### config.mk
export PLATFORM = sky130hd
export DESIGN_NAME = sram_capture
export DESIGN_NICKNAME = d
export VERILOG_FILES = /design/src/rtl/sram_capture_pkg.sv /design/src/rtl/sram_512x8.sv /design/src/rtl/sram_capture.sv
export SDC_FILE = /design/constraint.sdc
export NUM_CORES = 2
export LEC_CHECK = 0
export CORE_MARGIN = 10
export CORE_UTILIZATION = 45
export CTS_CLUSTER_SIZE = 24
export DETAILED_ROUTE_END_ITERATION = 6
export DONT_BUFFER_PORTS = 1
export PLACE_DENSITY_LB_ADDON = 0.05
export SETUP_SLACK_MARGIN = 0.5
export SYNTH_ARGS = -nofsm -noshare
export SYNTH_HDL_FRONTEND = slang
export SYNTH_SLANG_ARGS = --single-unit
export TNS_END_PERCENT = 10
### constraint.sdc
create_clock -name clk -period 2.6 [get_ports clk]
set_input_delay 0.52 -clock clk [delete_from_list [all_inputs] [get_ports clk]]
set_output_delay 0.52 -clock clk [all_outputs]
set_load 0.005 [all_outputs]
### src/rtl/sram_capture_pkg.sv
// Shared constants, FSM encoding and alta_ram4k configuration for the sample-capture block.
package sram_capture_pkg;
  localparam int ADDR_W = 9;
  localparam int DEPTH  = 512;
  localparam int DATA_W = 8;
  localparam int CNT_W  = ADDR_W + 1;

  typedef enum logic [1:0] {
    IDLE    = 2'd0,
    CAPTURE = 2'd1,
    DONE    = 2'd2
  } state_e;

  // alta_ram4k configuration: 512x8, single clock, unregistered output
  localparam string RAM_CLKMODE         = "read_write";
  localparam int    RAM_DATA_WIDTH      = 8;
  localparam int    RAM_ADDR_WIDTH      = 9;
  localparam string RAM_PORTA_WRITEMODE = "normal";
  localparam string RAM_PORTA_OUTREG    = "no";
endpackage

### src/rtl/sram_512x8.sv
// 512x8 single-port RAM, 1-cycle read latency. Define ALTA_RAM4K_PRIMITIVE to map onto
// the vendor alta_ram4k block (port B tied off); otherwise an equivalent inferred array is used.
module sram_512x8
  import sram_capture_pkg::*;
(
  input  logic              clk,
  input  logic [ADDR_W-1:0] addr,
  input  logic [DATA_W-1:0] din,
  input  logic              we,
  output logic [DATA_W-1:0] dout
);
`ifdef ALTA_RAM4K_PRIMITIVE
  logic [17:0] douta_w;
  logic [17:0] doutb_w;

  alta_ram4k #(
    .CLKMODE        (RAM_CLKMODE),
    .PORTA_WIDTH    (RAM_DATA_WIDTH),
    .PORTB_WIDTH    (RAM_DATA_WIDTH),
    .PORTA_WRITEMODE(RAM_PORTA_WRITEMODE),
    .PORTA_OUTREG   (RAM_PORTA_OUTREG)
  ) u_ram (
    .Clk0       (clk),
    .ClkEn0     (1'b1),
    .AsyncReset0(1'b0),
    .Clk1       (clk),
    .ClkEn1     (1'b0),
    .AsyncReset1(1'b0),
    .AddressA   ({3'b000, addr}),
    .DataInA    ({10'd0, din}),
    .WeRenA     (we),
    .DataOutA   (douta_w),
    .AddressB   (12'd0),
    .DataInB    (18'd0),
    .WeRenB     (1'b0),
    .DataOutB   (doutb_w)
  );
  assign dout = douta_w[DATA_W-1:0];
`else
  logic [DATA_W-1:0] mem [DEPTH];

  always_ff @(posedge clk) begin
    if (we) mem[addr] <= din;
    dout <= mem[addr];
  end
`endif
endmodule

### src/rtl/sram_capture.sv
// Handshaked byte capture into a 512x8 RAM, then frozen random-access readback.
// Define SRAM_CAPTURE_WRAP_EN for a circular pre-trigger buffer that only stop can end.
module sram_capture
  import sram_capture_pkg::*;
(
  input  logic              clk,
  input  logic              rst,
  input  logic              start,
  input  logic              stop,
  input  logic [DATA_W-1:0] in_data,
  input  logic              in_valid,
  output logic              in_ready,
  output logic              busy,
  output logic              done,
  output logic [CNT_W-1:0]  count,
  input  logic [ADDR_W-1:0] rd_addr,
  output logic [DATA_W-1:0] rd_data,
  output logic              rd_valid
);
  state_e              state_q, state_d;
  logic [ADDR_W-1:0]   wr_addr_q, wr_addr_d;
  logic [ADDR_W-1:0]   oldest_q, oldest_d;
  logic [CNT_W-1:0]    count_q, count_d;
  logic [DATA_W-1:0]   rd_data_q, rd_data_d;
  logic                rd_valid_q, rd_valid_d;
  logic                accept;
  logic [ADDR_W-1:0]   ram_addr;
  logic [DATA_W-1:0]   ram_dout;

  assign accept = (state_q == CAPTURE) && in_valid;

  always_comb begin
    state_d   = state_q;
    wr_addr_d = wr_addr_q;
    count_d   = count_q;
    oldest_d  = oldest_q;
    case (state_q)
      IDLE, DONE: begin
        if (start) begin
          state_d   = CAPTURE;
          wr_addr_d = '0;
          count_d   = '0;
          oldest_d  = '0;
        end
      end
      CAPTURE: begin
        if (accept) begin
          wr_addr_d = wr_addr_q + 1'b1;
          count_d   = (count_q == CNT_W'(DEPTH)) ? count_q : count_q + 1'b1;
        end
`ifdef SRAM_CAPTURE_WRAP_EN
        if (stop) begin
          state_d  = DONE;
          // once the ring has filled, the next write slot holds the oldest sample
          oldest_d = (count_d == CNT_W'(DEPTH)) ? wr_addr_d : '0;
        end
`else
        if (stop || (accept && count_q == CNT_W'(DEPTH - 1))) state_d = DONE;
`endif
      end
      default: state_d = IDLE;
    endcase
  end

  // RAM port A: writer owns it while capturing, reader once frozen
  assign ram_addr = (state_q == DONE) ? ADDR_W'(oldest_q + rd_addr) : wr_addr_q;

  always_comb begin
    rd_data_d  = (state_q == DONE) ? ram_dout : rd_data_q;
    rd_valid_d = (state_q == DONE) && (state_d == DONE);
  end

  always_ff @(posedge clk or negedge rst) begin
    if (!rst) begin
      state_q    <= IDLE;
      wr_addr_q  <= '0;
      oldest_q   <= '0;
      count_q    <= '0;
      rd_data_q  <= '0;
      rd_valid_q <= 1'b0;
    end else begin
      state_q    <= state_d;
      wr_addr_q  <= wr_addr_d;
      oldest_q   <= oldest_d;
      count_q    <= count_d;
      rd_data_q  <= rd_data_d;
      rd_valid_q <= rd_valid_d;
    end
  end

  sram_512x8 u_ram (
    .clk (clk),
    .addr(ram_addr),
    .din (in_data),
    .we  (accept),
    .dout(ram_dout)
  );

  assign in_ready = (state_q == CAPTURE);
  assign busy     = (state_q == CAPTURE);
  assign done     = (state_q == DONE);
  assign count    = count_q;
  assign rd_data  = rd_data_q;
  assign rd_valid = rd_valid_q;
endmodule

==> flow_metrics.tcl <==
set metrics [dict create \
    postSynth.asyncResetShare_pct 0.726 \
    std_cell_rows 214 \
    cts_tree "done" \
    track_usage_pct 24.8 \
    fp.dieW_um 604 \
    unrepaired_setup_endpoints_after_global_routing "yes" \
    max_freq_mhz 273 \
    pin_count_of_the_biggest_net_entering_global_routing 513 \
    timing.final.crit_period_ns 3.67 \
    grtUsageMet3_pct 3.07 \
    timing.critical_path.to_type "flip-flop" \
    gr-usage-met1_pct 34.2 \
    finish.instance_area_sq_um 189000 \
    worst_path_buf_inv 7 \
    post_synth_inst_count 8989 \
    slowest_cell_delay_on_critical_path_ns 0.48 \
    syn-mean-instance-area_sq_um 17.1 \
    timing.setup.critical_path_class "reg -> reg" \
    wl_per_cell_um 31.2 \
    final_clock_period_utilization_by_the_worst_path_pct 141 \
    fp.dieH_um 604 \
    fp.dieArea_sq_um 365000 \
    finalWeightedCongestion 0.838 \
    nNetsFinal 10400 \
    grt_overflow_total 0 \
    distinct_cell_type_count_after_synthesis 51 \
    run_status "finished, violations left" \
    sinks_on_the_clock_net 4134 \
    floorplan.initialDensity_pct 45.2 \
    dpl_worst_slack_ns -2.12 \
    worst-endpoint-required_ns 3.44 \
    ys_seq_area_share_pct 80.6 \
    standard_cell_core_area_sq_um 340000 \
    hp-class "in -> reg" \
    drtPass1Iterations 5 \
    finalHoldViolations 0 \
    tritoncts.num_buffers 430 \
    root_buffer "clkbuf_16" \
    fraction_of_layout_instances_using_a_drive_strength_above_1_pct 24.7 \
    grt_first_pass_wirelength_mm 665 \
    setup_viol 4313 \
    leakagePower_nw 60.0 \
    path_max_fanout 6 \
    finish.utilization_pct 55.6 \
    drtIter0Drc 10200 \
    drt_drc_violations_left 0 \
    ys_dominant_reg_cell "edfxtp_1" \
    pwr_density_cell_nw_per_um2 926 \
    synth_fp_nets 9014 \
    final_skew_ns 0.0345 \
    htree_levels 5 \
    type_of_element_launching_the_critical_path "flip-flop" \
    timing_worst_slew_pin_value_ns 3.09 \
    routed_wl_mm 477 \
    final_critical_path_setup_slack_ns -1.07 \
    design.portCount 44 \
    slew_headroom_pct -106 \
    area_delta_synth_final_pct 23.1 \
    worstPathCellList "nand2b_4, inv_8, o31ai_4, buf_12, buf_16, buf_12, buf_16, a22oi_1, a21oi_1, o41ai_2, buf_4, nand4_1, a22oi_1, buf_4, nand4_1" \
    hold_depth 1 \
    post_layout_nonfiller_instances 15300 \
    synth_warnings 0 \
    vdd_ir_max_v 0.000644 \
    clkLatencyLatePin_ns 0.98 \
    grt_pass1_vias 91200 \
    clk_pin_slew_worst_paths_ns 0.06 \
    failing_checks "max-slew violations, negative setup slack" \
    synthesis.area_sq_um 154000 \
    post_drt_via_cell_ratio 5.99 \
    groute.layer.met2.usage_pct 41.6 \
    synth_enable_flop_cells 4096 \
    top_usage_layer "met2" \
    antenna_found_initial 16 \
    antenna_violating_nets_post_route 0 \
    cell_family_with_most_cp_delay "compound AO/OA/AOI/OAI gates" \
    place_inst 14300 \
    place_hpwl_mm 273 \
    port-buffer-count 0 \
    number_of_buffers_on_the_longest_clock_path 4 \
    cp_slowest_cell "o41ai_2" \
    placed_area_sq_um 170000 \
    ys_seq_elements 4134 \
    worst_reg2reg_path_length_in_cells 15 \
    dr_total_vias 91700 \
    holdWs_ns 0.0327 \
    drv_slew 1453 \
    drv.max_cap_violation_count 0 \
    cp.arrival_ns 4.51 \
    critical_path_depth 15 \
]
[cell usage after synthesis, types with 4 or more instances]
cell / number / area share, %
nand2_1: 87 / 0.21
dfrtp_1: 30 / 0.49
a31oi_1: 4 / 0.016
xor2_1: 7 / 0.040
xnor2_1: 4 / 0.023
a22oi_1: 2056 / 10
and3_1: 5 / 0.020
clkbuf_1: 256 / 0.63
buf_1: 18 / 0.044
o21ai_0: 5 / 0.016
a21oi_1: 1051 / 3.4
buf_4: 27 / 0.13
buf_2: 383 / 1.2
dfxtp_1: 8 / 0.10
inv_1: 8 / 0.020
edfxtp_1: 4096 / 80
nand3b_1: 8 / 0.039
mux2i_1: 4 / 0.026
nand3_1: 12 / 0.039
nand4_1: 49 / 0.20
nor2_1: 537 / 1.3
a41oi_1: 25 / 0.14
or3_1: 4 / 0.016
buf_6: 10 / 0.073
nor3b_1: 4 / 0.020
o31ai_1: 4 / 0.020
o41ai_1: 256 / 1.5
[routing by layer]
metal  wire (um)  vias up
met5           0        -
met4       16400        0
met3       28500      655
met2      233000     3270
met1      199000    47600
li1            -    40100
[layout by cell type (no fill, tap or decap), types with 95 or more instances in the layout]
master     synthesis  routed
clkbuf_16          0     459
o41ai_2            0      95
edfxtp_1        4096    4096
buf_12             0     191
buf_4             27    1369
o41ai_1          256     143
nor2_1           537     416
a21oi_1         1051     992
clkbuf_1         256     107
a22oi_1         2056    1985
[cells by family (layout without fill, tap and decap cells)]
logic type               Yosys count  count (layout)  synth area share [%]
AND/OR/NAND/NOR                  722             722                  1.94
flip-flops                      4134            4134                  80.6
AO/OA/AOI/OAI                   3411            3411                  15.2
XOR/XNOR                          11              11                0.0627
multiplexers                       4               4                0.0260
buffers and inverters            704            2471                  2.15
adder cells (fa/ha/maj)            3               3                0.0244
other                              0               4                     0
[power breakdown]
group | switching, W | leakage [nW] | internal [W]
Clock | 0.0254 | 6.72 | 0.0352
Sequential | 0.000308 | 37.3 | 0.0735
Combinational | 0.0245 | 16.0 | 0.0164
[sequential cells by signal (all words and copies together), names as in the netlist]
register / count
count: 10
rd_data: 8
rd_valid: 1
state_q: 2
u_ram.dout: 8
u_ram.mem: 4096
wr_addr_q: 9
[worst paths after layout]
check / start / slack (ns) / endpoint
setup / recovery: state_q[0]$_DFF_PN0_ / -1.07 / u_ram.dout[4]$_DFF_P_
hold / removal: in_data[6] / 0.03 / u_ram.mem[195][6]$_DFFE_PP_
setup reg to reg: state_q[0]$_DFF_PN0_ / -1.07 / u_ram.dout[4]$_DFF_P_
hold reg to reg: rd_data[3]$_DFFE_PN0N_ / 0.52 / rd_data[3]$_DFFE_PN0N_
max in group asynchronous: rst / 2.33 / state_q[1]$_DFF_PN0_
min in group asynchronous: rst / 0.09 / wr_addr_q[2]$_DFFE_PN0P_
[worst reg2reg max path: cells and delay by family (launching register included)]
family | cells | cell delay [ns]
AOI/OAI and AO/OA | 5 | 1.24
buffers and inverters | 7 | 1.23
DFF | 1 | 0.41
and+or+nand+nor | 3 | 0.65
[per-stage QoR]
| step | total power (W) | setup TNS [ns] |
|---|---|---|
| 2_1_floorplan | 0.0934 | -327.39 |
| 3_3_place_gp | 0.110 | -1694.02 |
| 3_5_place_dp | 0.111 | -1813.62 |
| 4_1_cts | 0.173 | -1609.20 |
| 5_1_grt | 0.181 | -2033.77 |
| 6_report | 0.175 | -1599.30 |
[area by class of cell]
class | count | area, sq um
antenna | 4 | 10.0
clock buffer | 547 | 11400
clock inverter | 240 | 2430
fill | 26600 | 151000
inverter | 10 | 45.0
multi-input combinational | 4151 | 29200
sequential | 4134 | 124000
tap | 4536 | 5680
timing repair buffer | 1674 | 16600
[what timing repair did]
item | CTS | global route
cloned | 14 | 24
hold buffers | 20 | 6
endpoints found under the setup margin | 4113 | 4120
pin swaps | 78 | 77
hold endpoints to repair | 844 | 255
setup buffers | 50 | 35
resized for setup | 250 | 197
Note: power is estimated with default switching activity, not from simulation.
